### src/rtl/sync_fifo_pkg.sv
// sync_fifo_pkg: read-mode enum and width helpers shared by sync_fifo_v3 and its RAM
package sync_fifo_pkg;
  typedef enum logic {FIFO_STD, FIFO_FWFT} fifo_mode_e;
  function automatic int cnt_w(input int depth);
    return $clog2(depth + 1);
  endfunction
  function automatic int addr_w(input int depth);
    return $clog2(depth) > 1 ? $clog2(depth) : 1;
  endfunction
endpackage

### src/rtl/sync_fifo_ram.sv
// sync_fifo_ram: DEPTH x T storage with sync write and registered (REG_RD=1) or combinational read
module sync_fifo_ram #(
  parameter int DEPTH = 4,
  parameter type T = logic,
  parameter int AW = 2,
  parameter bit REG_RD = 1'b1
) (
  input logic clk,
  input logic rst,
  input logic we,
  input logic [AW-1:0] waddr,
  input T wdata,
  input logic re,
  input logic [AW-1:0] raddr,
  output T rdata
);
  T mem [DEPTH];
  T rd_q;
  always_ff @(posedge clk)
    if (we) mem[waddr] <= wdata;
  always_ff @(posedge clk)
    if (rst) rd_q <= '0;
    else if (re) rd_q <= mem[raddr];
  assign rdata = REG_RD ? rd_q : mem[raddr];
endmodule

### src/rtl/sync_fifo_v3.sv
// sync_fifo_v3: any-depth sync FIFO (clk, rst, wen/data_in, ren/data_out/rvalid, full/empty/almost flags, count); STD or FWFT read; SYNC_FIFO_V3_ERR_EN adds err_clr and sticky overflow/underflow
module sync_fifo_v3 import sync_fifo_pkg::*; #(
  parameter int DEPTH = 4,
  parameter type T = logic,
  parameter int FWFT = 0,
  parameter int AF_TH = DEPTH - 1,
  parameter int AE_TH = 1
) (
  input logic clk,
  input logic rst,
  input logic wen,
  input T data_in,
  input logic ren,
  output T data_out,
  output logic rvalid,
  output logic full,
  output logic empty,
  output logic almost_full,
  output logic almost_empty,
  output logic [cnt_w(DEPTH)-1:0] count
`ifdef SYNC_FIFO_V3_ERR_EN
  ,
  input logic err_clr,
  output logic overflow,
  output logic underflow
`endif
);
  localparam int AW = addr_w(DEPTH);
  localparam int CW = cnt_w(DEPTH);
  localparam fifo_mode_e MODE = FWFT != 0 ? FIFO_FWFT : FIFO_STD;
  typedef struct packed {
    logic wrap;
    logic [AW-1:0] addr;
  } ptr_t;
  ptr_t wptr, rptr;
  logic wa, ra, rv_q;
  function automatic ptr_t inc(input ptr_t p);
    return p.addr == AW'(DEPTH - 1) ? {~p.wrap, AW'(0)} : {p.wrap, p.addr + AW'(1)};
  endfunction
  assign wa = wen & ~full;
  assign ra = ren & ~empty;
  assign full = count == CW'(DEPTH);
  assign empty = count == '0;
  assign almost_full = count >= CW'(AF_TH);
  assign almost_empty = count <= CW'(AE_TH);
  assign rvalid = MODE == FIFO_FWFT ? ~empty : rv_q;
  always_ff @(posedge clk)
    if (rst) begin
      wptr <= '0;
      rptr <= '0;
      count <= '0;
      rv_q <= 1'b0;
    end else begin
      wptr <= wa ? inc(wptr) : wptr;
      rptr <= ra ? inc(rptr) : rptr;
      count <= count + CW'(wa) - CW'(ra);
      rv_q <= ra;
    end
  sync_fifo_ram #(
    .DEPTH(DEPTH),
    .T(T),
    .AW(AW),
    .REG_RD(MODE == FIFO_STD)
  ) u_ram (
    .clk(clk),
    .rst(rst),
    .we(wa),
    .waddr(wptr.addr),
    .wdata(data_in),
    .re(ra),
    .raddr(rptr.addr),
    .rdata(data_out)
  );
`ifdef SYNC_FIFO_V3_ERR_EN
  always_ff @(posedge clk)
    if (rst) begin
      overflow <= 1'b0;
      underflow <= 1'b0;
    end else begin
      overflow <= (wen & full) | (overflow & ~err_clr);
      underflow <= (ren & empty) | (underflow & ~err_clr);
    end
`endif
endmodule

### config.mk
export PLATFORM = sky130hd
export DESIGN_NAME = sync_fifo_v3
export DESIGN_NICKNAME = d
export VERILOG_FILES = /design/src/rtl/sync_fifo_pkg.sv /design/src/rtl/sync_fifo_ram.sv /design/src/rtl/sync_fifo_v3.sv
export SDC_FILE = /design/constraint.sdc
export NUM_CORES = 1
export LEC_CHECK = 0
export ABC_AREA = 1
export CORE_MARGIN = 2
export CORE_UTILIZATION = 40
export DETAILED_ROUTE_END_ITERATION = 6
export DONT_BUFFER_PORTS = 1
export SYNTH_ARGS = -nofsm -noshare
export SYNTH_HDL_FRONTEND = slang
export SYNTH_SLANG_ARGS = --single-unit
### constraint.sdc
create_clock -name clk -period 2.19 [get_ports clk]
set_clock_uncertainty 0.2 [all_clocks]
set_input_delay 0.438 -clock clk [delete_from_list [all_inputs] [get_ports clk]]
set_output_delay 0.438 -clock clk [all_outputs]
set_load 0.1 [all_outputs]
==> impl_metrics.yaml, run 1 <==
run_status:
  status: "completed"
worst_hold_path:
  whs_path_depth: 1
  hold_start: "rst"
  hold_class: "in2reg"
  holdPathEnd: "count[2]$_SDFF_PP0_"
logic_synthesis:
  yosysSeqAreaShare: 0.4027
  async_flop_share: 0
  yosys.area.top_type: "dfxtp_1"
  synth_flop_cell: "dfxtp_1"
  syn_avg_cell_area_um2: 8.195
  yosysWarnings: 0
  ys_seq_elements: 13
  synth_top_area_share: 0.2416
  synth.most_common_cell: "inv_1"
  synth_cell_types: 17
  synthTopCellsByCount: "21 x inv_1, 16 x nor2_1, 11 x nand2_1, 10 x ha_1, 9 x dfxtp_1"
  syn_inst: 91
  synth_edf_count: 4
  synth_area_leaders: "dfxtp_1 24%, ha_1 17%, edfxtp_1 16%"
  netlist_area_um2: 745.7
  synth_nets: 107
sta:
  tns_ps: 0
  rsz0062_at_grt: "no"
  fmax_mhz: 478.9
  period_minus_slack_ps: 2088
  finalSetupViolCount: 0
  worst_pin_slew_ps: 318.4
  slew_violations: 0
  finalCritPeriodShare: 0.9534
  relSlewSlack: 0.7878
  hold_viol: 0
run:
  max_cap_viol_count: 0
floorplanning:
  die_w_um: 47.18
  start_util: 0.4272
  rows: 15
  core_area_um2: 1745
  dieArea_um2: 2225
  io_pins: 14
  die_h_um: 47.18
drt:
  drtIter0Drc: 7
  vias: 540
  drt_wl_total_um: 1158
  drcViolationCount: 0
  drtPass1Iterations: 2
  via_per_inst: 4.154
  avgRoutedWirePerCell_um: 8.908
  ant_nets: 0
cells_and_area:
  multi_input_area_um2: 362.8
  num_antenna_cells: 0
  drive_above_1_share: 0.2381
  nFillCells: 167
  fin_nets: 122
  seqCellArea_um2: 311.5
  area_growth_pct: 24.50
setup_path:
  cpPeakStageDelay_ps: 350
  crit_buf_inv: 2
  path_class: "reg2out"
  r2r-start: "count[2]$_SDFF_PP0_"
  cp_data_required_time_ps: 1550
  path_cells: "buf_4 -> nand2_1 -> a22o_2 -> buf_12"
  startpoint: "count[0]$_SDFF_PP0_"
  cp_top_family: "buffers and inverters"
  worstPathArrival_ps: 1450
  cp_slowest_cell: "dfxtp_4"
  rr_endpoint: "count[1]$_SDFF_PP0_"
  cp-start-kind: "flop"
  worst_r2r_path_depth: 10
  crit_path_end_kind: "primary output"
  rrSetupSlack_ps: 160
  cp_max_fo: 5
clocking:
  insertion_delay_ps: 270
  post-cts-setup-buffers: 0
  clk_pin_slew_ps: 70
  max-clock-path-buffers: 2
  cts.sinks: 13
  cts_buffers: 3
  root_buffer: "clkbuf_4"
  htree_levels: 1
  tritoncts: "yes"
place:
  io_buffer_count: 0
  hpwlAfterDp_um: 924.6
  place.gp.congestion: 0.7625
grt:
  grt_antenna_before_repair: 0
  grt_pass1_wl_um: 1938
  grt_max_degree: 8
  grt_pass1_vias: 473
  overflow: 0
  grt_usage: 0.1278
==> routing by layer <==
layer,global-route usage,wire length [um],vias up
li1,-,-,300
met4,0.05000,6,0
met2,0.1863,558,10
met1,0.1628,535,228
met3,0.06154,58,2
met5,0,0,-
==> final cells by class <==
class                           instances  share of cell area
Tap cell                               25             0.03369
Sequential cell                        13              0.3356
Clock buffer                            4             0.02830
Multi-Input combinational cell         54              0.3908
Inverter                               24             0.09704
Timing Repair Buffer                   10              0.1146
==> worst reg2reg max path, delay by kind of cell, from the launching register on <==
family | cells | cell delay (ps)
adders and majority gates | 3 | 930
buffers and inverters | 3 | 130
DFF | 1 | 370
and+or+nand+nor | 4 | 350
==> placed cells by master (no fill, tap or decap), drive strengths merged <==
cell type and count:
ha 10, dlygate4sd3 1, inv 24, clkbuf 4, nor2 17, edfxtp 4
xor2 1, dfxtp 9, nand3 5, buf 9, o21ai 3, nand2 14
fa 1, a21oi 2, a22o 1
==> sequential cells by signal (all words and copies together), names as in the netlist <==
signal	cells
rvalid	1
rptr	2
u_ram.rdata	1
u_ram.mem	4
count	3
wptr	2
==> how the worst max path moves through the flow <==
stage | end | slack, ps | cells after the start
2_1_floorplan | count[2]$_SDFF_PP0_ | 30 | 9
3_3_place_gp | count[2]$_SDFF_PP0_ | 170 | 10
3_5_place_dp | count[2]$_SDFF_PP0_ | 150 | 10
4_1_cts | almost_full | 9 | 5
5_1_grt | count[2]$_SDFF_PP0_ | 10 | 10
6_report | almost_empty | 100 | 4
==> what timing repair did <==
item	CTS	global route
endpoints found under the setup margin	0	2
hold endpoints to repair	0	1
hold buffers	0	1
gates resized for setup	0	3
==> cell families after synthesis <==
| group | after synthesis | synth area share |
|---|---|---|
| DFF | 13 | 0.4027 |
| and+or+nand+nor | 36 | 0.2232 |
| AOI/OAI and AO/OA | 6 | 0.04698 |
| adders and majority gates | 11 | 0.1946 |
| buffers and inverters | 24 | 0.1208 |
| xor gates and xnor gates | 1 | 0.01175 |
==> metrics by stage <==
stage	hold WS, ps	cell area (um2)	worst slack, ps	util	std cells
2_1_floorplan	265.8	759.5	26.33	-	91
3_3_place_gp	286.7	883.3	174.8	0.5061	125
3_5_place_dp	284.7	883.3	150.1	0.5061	125
4_1_cts	10.83	909.6	8.916	0.5211	129
5_1_grt	0.4236	928.4	12.85	0.5319	130
6_report	20.08	928.4	102.0	0.5319	130
Power of run 1 is not shown: default switching activity piles up to over one toggle a cycle in this logic, so the estimate is an artifact.
==> run 2, diff against run 1 <==
--- a/config.mk
+++ b/config.mk
@@ -13,3 +13,4 @@
 export SYNTH_ARGS = -nofsm -noshare
 export SYNTH_HDL_FRONTEND = slang
+export SYNTH_HIERARCHICAL = 1
 export SYNTH_SLANG_ARGS = --single-unit
==> constraint.sdc (replaced) <==
create_clock -name clk -period 2.19 [get_ports clk]
set_clock_uncertainty 0.2 [all_clocks]
set_input_delay 0.657 -clock clk [delete_from_list [all_inputs] [get_ports clk]]
set_output_delay 0.657 -clock clk [all_outputs]
set_load 0.1 [all_outputs]
==> run 2 against run 1 <==
  * Non-clock buffer count increased by 3
  * Critical path depth increased by 1
  * Via count increased by 4.8%
  * Clock-buffer cell count decreased by 1
  * Final area increased by 8.0%
  * Sequential share of layout area decreased by 2.5 points
  * The flow now finishes with violations (setup timing)
  * Critical endpoint unchanged
  * Fmax decreased by 4.9%
  * Largest cell class unchanged
  * First-iteration DRC count increased by 57%
  * Synthesized cell count decreased by 4.4%
==> impl_metrics.yaml, run 2 <==
run_status:
  status: "complete, but fails checks"
  violations: "setup timing"
logic_synthesis:
  ys_seq_elements: 13
  synth_area_leaders: "dfxtp_1 25%, edfxtp_1 17%, ha_1 12%"
  synth.most_common_cell: "inv_1"
  yosysWarnings: 6
  async_flop_share: 0
  synth_edf_count: 4
  netlist_area_um2: 726.9
  synth_cell_types: 20
  syn_inst: 87
  synth_nets: 100
  synth_flop_cell: "dfxtp_1"
  yosysSeqAreaShare: 0.4131
  yosys.area.top_type: "dfxtp_1"
  syn_avg_cell_area_um2: 8.356
  synthTopCellsByCount: "19 x inv_1, 11 x nand2_1, 10 x nor2_1, 9 x dfxtp_1, 7 x ha_1"
  synth_top_area_share: 0.2478
run:
  max_cap_viol_count: 0
cells_and_area:
  final_common_cell: "inv_1"
  largest_register_ffs: 4
  num_antenna_cells: 0
  nFillCells: 162
  area_growth_pct: 37.87
  largest_register: "u_ram/mem"
  seqCellArea_um2: 311.5
  fin_nets: 118
  final_cell_mix: "17 x inv_1, 10 x nor2_1, 9 x nand2_1, 9 x buf_4, 6 x dfxtp_1"
  drive_above_1_share: 0.3942
  reg_top3: "u_ram/mem (4), count (3)"
  multi_input_area_um2: 404.1
setup_path:
  worstPathArrival_ps: 1340
  crit_path_end_kind: "primary output"
  path_class: "reg2out"
  rrSetupSlack_ps: 80
  crit_buf_inv: 2
  worst_r2r_path_depth: 10
  cp_max_fo: 6
  cp-start-kind: "flop"
  r2r-start: "count[1]$_SDFF_PP0_"
  cpPeakStageDelay_ps: 390
  path_cells: "inv_4 -> ha_4 -> nand2_2 -> a22o_4 -> buf_12"
  cp_slowest_cell: "dfxtp_4"
  rr_endpoint: "count[1]$_SDFF_PP0_"
  cp_data_required_time_ps: 1330
  startpoint: "count[1]$_SDFF_PP0_"
  cp_top_family: "flip-flops"
drt:
  drt_wl_total_um: 1288
  avgRoutedWirePerCell_um: 9.984
  vias: 566
  ant_nets: 0
  drcViolationCount: 0
  drtPass1Iterations: 4
  via_per_inst: 4.388
  drtIter0Drc: 11
grt:
  grt_pass1_vias: 509
  overflow: 0
  grt_max_degree: 9
  grt_antenna_before_repair: 0
  grt_usage: 0.1382
  grt_pass1_wl_um: 2021
sta:
  tns_ps: -4.999
  relSlewSlack: 0.8161
  slew_violations: 0
  rsz0062_at_grt: "yes"
  worst_pin_slew_ps: 278.1
  fmax_mhz: 455.6
  period_minus_slack_ps: 2195
  setup_slack_ps: -4.999
  hold_viol: 0
  finalCritPeriodShare: 1.002
  finalSetupViolCount: 1
clocking:
  cts.sinks: 13
  tritoncts: "yes"
  cts_buffers: 3
  clk_pin_slew_ps: 80
  insertion_delay_ps: 280
  htree_levels: 1
  ctsHoldBuffers: 0
  max-clock-path-buffers: 2
  root_buffer: "clkbuf_4"
floorplanning:
  die_h_um: 46.63
  die_w_um: 46.63
  io_pins: 14
  rows: 15
  start_util: 0.4210
  core_area_um2: 1727
  dieArea_um2: 2174
place:
  io_buffer_count: 0
  hpwlAfterDp_um: 898
  place.gp.congestion: 0.7361
worst_hold_path:
  whs_path_depth: 1
  hold_class: "in2reg"
  holdPathEnd: "count[2]$_SDFF_PP0_"
  hold_start: "rst"
==> run 2: changes by cell type after synthesis, sizes merged, moves of 3 or more <==
cell | previous run | this run
ha | 10 | 7
inv | 24 | 20
nor3 | 0 | 4
nand2 | 14 | 17
==> run 2: through the flow <==
stage	utilization	worst slack (ps)	instances	area, um2	hold slack, ps
2_1_floorplan	-	-88.72	87	742.0	293.4
3_3_place_gp	0.5159	80.90	121	890.9	320.8
3_5_place_dp	0.5159	73.25	121	890.9	337.5
4_1_cts	0.5565	1.231	128	960.9	222.0
5_1_grt	0.5804	-44.69	129	1002	215.4
6_report	0.5804	-4.999	129	1002	227.7
==> run 2: kinds of logic (layout without fill, tap and decap cells) <==
group	after synthesis	in the layout	share of synthesized area
AND/OR/NAND/NOR	40	40	0.2754
buffers and inverters	20	37	0.1033
flip-flops	13	13	0.4131
adder cells (fa/ha/maj)	8	8	0.1480
AO/OA/AOI/OAI	5	5	0.04819
XOR/XNOR	1	1	0.01205
==> run 2: how the worst max path moves through the flow <==
stage                               end  cells after the start  slack [ps]
floorplan                  almost_empty                      4         -90
global placement    count[2]$_SDFF_PP0_                      8          80
detailed placement  count[2]$_SDFF_PP0_                      8          70
CTS                        almost_empty                      5           1
global route               almost_empty                      5         -40
finish                     almost_empty                      5          -5
==> run 2: what timing repair did <==
action | in CTS | in global routing
hold endpoints to repair | 0 | 0
gates resized for setup | 7 | 7
setup endpoints to repair | 2 | 4
pin swaps | 2 | 1
buffers inserted | 3 | 1
==> run 2: layout make-up <==
cell class / count / area share
Timing Repair Buffer: 13 / 0.1473
Inverter: 20 / 0.07990
Sequential cell: 13 / 0.3109
Clock inverter: 1 / 0.004994
Tap cell: 25 / 0.03121
Clock buffer: 3 / 0.02247
Multi-Input combinational cell: 54 / 0.4032
==> run 2: worst reg2reg max path, cell delays in order (launching register included) <==
cell and delay (ps):
dfxtp_4 390, nor2_4 150, nand2_4 80, nand2_4 70, inv_2 60, ha_1 260, inv_1 40, ha_1 190
fa_1 480, inv_1 40, nor2_1 80
==> run 2: routing by layer <==
layer,vias to the layer above,global-route usage,wire length [um]
li1,300,-,-
met1,254,0.1398,561
met2,12,0.2500,661
met3,0,0.07059,65
met4,0,0.03333,0
met5,-,0,0
Power of run 2 is left out for the same reason.
==> run 3, diff against run 2 <==
Settings changed: SKIP_CTS_REPAIR_TIMING from default to 1.
==> run 3 against run 2 <==
  * The run now ends clean
  * Register-to-register slack got worse by 30 ps
  * Flip-flop and latch count did not move
  * Clock-buffer cell count did not move
  * Critical path type unchanged
==> impl_metrics.yaml, run 3 (synthesis gave the netlist of run 2 again) <==
floorplanning:
  dieArea_um2: 2174
  die_h_um: 46.63
  start_util: 0.4210
  rows: 15
  io_pins: 14
  die_w_um: 46.63
  core_area_um2: 1727
cells_and_area:
  num_antenna_cells: 0
  seqCellArea_um2: 311.5
  nFillCells: 168
  largest_register_ffs: 4
  largest_register: "u_ram/mem"
  reg_top3: "u_ram/mem (4), count (3)"
  final_common_cell: "inv_1"
  final_cell_mix: "17 x inv_1, 10 x nor2_1, 9 x nand2_1, 7 x buf_4"
  fin_nets: 116
  instances_no_fill: 127
  multi_input_area_um2: 384.1
  area_growth_pct: 33.05
  drive_above_1_share: 0.3824
  utilization: 0.5601
worst_hold_path:
  whs_path_depth: 1
  hold_start: "rst"
  hold_class: "in2reg"
  holdPathEnd: "count[0]$_SDFF_PP0_"
drt:
  ant_nets: 0
  vias: 549
  drt_wl_total_um: 1203
  drtIter0Drc: 9
  drtPass1Iterations: 4
  avgRoutedWirePerCell_um: 9.472
  via_per_inst: 4.323
  drcViolationCount: 0
grt:
  grt_pass1_wl_um: 1849
  grt_pass1_vias: 478
  grt_antenna_before_repair: 0
  grt_usage: 0.1253
  overflow: 0
  grt_max_degree: 9
place:
  place.gp.congestion: 0.7361
  place_inst: 121
  hpwlAfterDp_um: 898
  io_buffer_count: 0
setup_path:
  cp_max_fo: 4
  worst_r2r_path_depth: 10
  rr_endpoint: "count[2]$_SDFF_PP0_"
  crit_path_end_kind: "primary output"
  cp-start-kind: "flop"
  cp_data_required_time_ps: 1330
  worstPathArrival_ps: 1330
  r2r-start: "count[1]$_SDFF_PP0_"
  rrSetupSlack_ps: 50
  path_class: "reg2out"
clocking:
  clk_pin_slew_ps: 80
  tritoncts: "yes"
  max-clock-path-buffers: 2
  root_buffer: "clkbuf_4"
  cts.sinks: 13
  cts_buffers: 3
  htree_levels: 1
  insertion_delay_ps: 270
run_status:
  status: "completed"
sta:
  relSlewSlack: 0.8164
  rsz0062_at_grt: "yes"
  period_minus_slack_ps: 2185
  slew_violations: 0
  tns_ps: 0
  finalCritPeriodShare: 0.9979
  finalSetupViolCount: 0
  worst_pin_slew_ps: 277.6
  fmax_mhz: 457.6
  hold_viol: 0
  holdWs_ps: 231.4
run:
  max_cap_viol_count: 0
run 3: critical path: stages (launching register included):
cell and delay, ps:
dfxtp_4 370, inv_4 80, ha_4 130, nand2_2 50, a22o_4 260, buf_12 160
run 3: worst max-delay path by stage:
stage	from	end	depth (start not counted)
finish	count[2]$_SDFF_PP0_	almost_empty	5
global route	count[1]$_SDFF_PP0_	count[1]$_SDFF_PP0_	10
CTS	count[1]$_SDFF_PP0_	almost_empty	5
detailed placement	ren	count[2]$_SDFF_PP0_	8
global placement	ren	count[2]$_SDFF_PP0_	8
floorplan	count[1]$_SDFF_PP0_	almost_empty	4
run 3: cell type report:
cell class | count | share of cell area
Sequential cell | 13 | 0.3221
Multi-Input combinational cell | 54 | 0.3972
Inverter | 20 | 0.08279
Tap cell | 25 | 0.03234
Timing Repair Buffer | 11 | 0.1371
Clock buffer | 3 | 0.02329
Clock inverter | 1 | 0.005175
run 3: metal layers:
layer  up-vias  track usage  routed length (um)
met5         -            0                   0
met4         0      0.03333                   0
met3         0      0.07059                  56
met2        10       0.2056                 584
met1       243       0.1398                 562
li1        296            -                   -
run 3: stage by stage:
stage                     area (um2)  setup slack [ps]
after floorplan                742.0            -88.72
after global placement         890.9             80.90
after detailed placement       890.9             73.25
after CTS                      918.4            -81.13
after global routing           967.2            -44.31
final                          967.2             4.623
Power of run 3 is left out for the same reason.
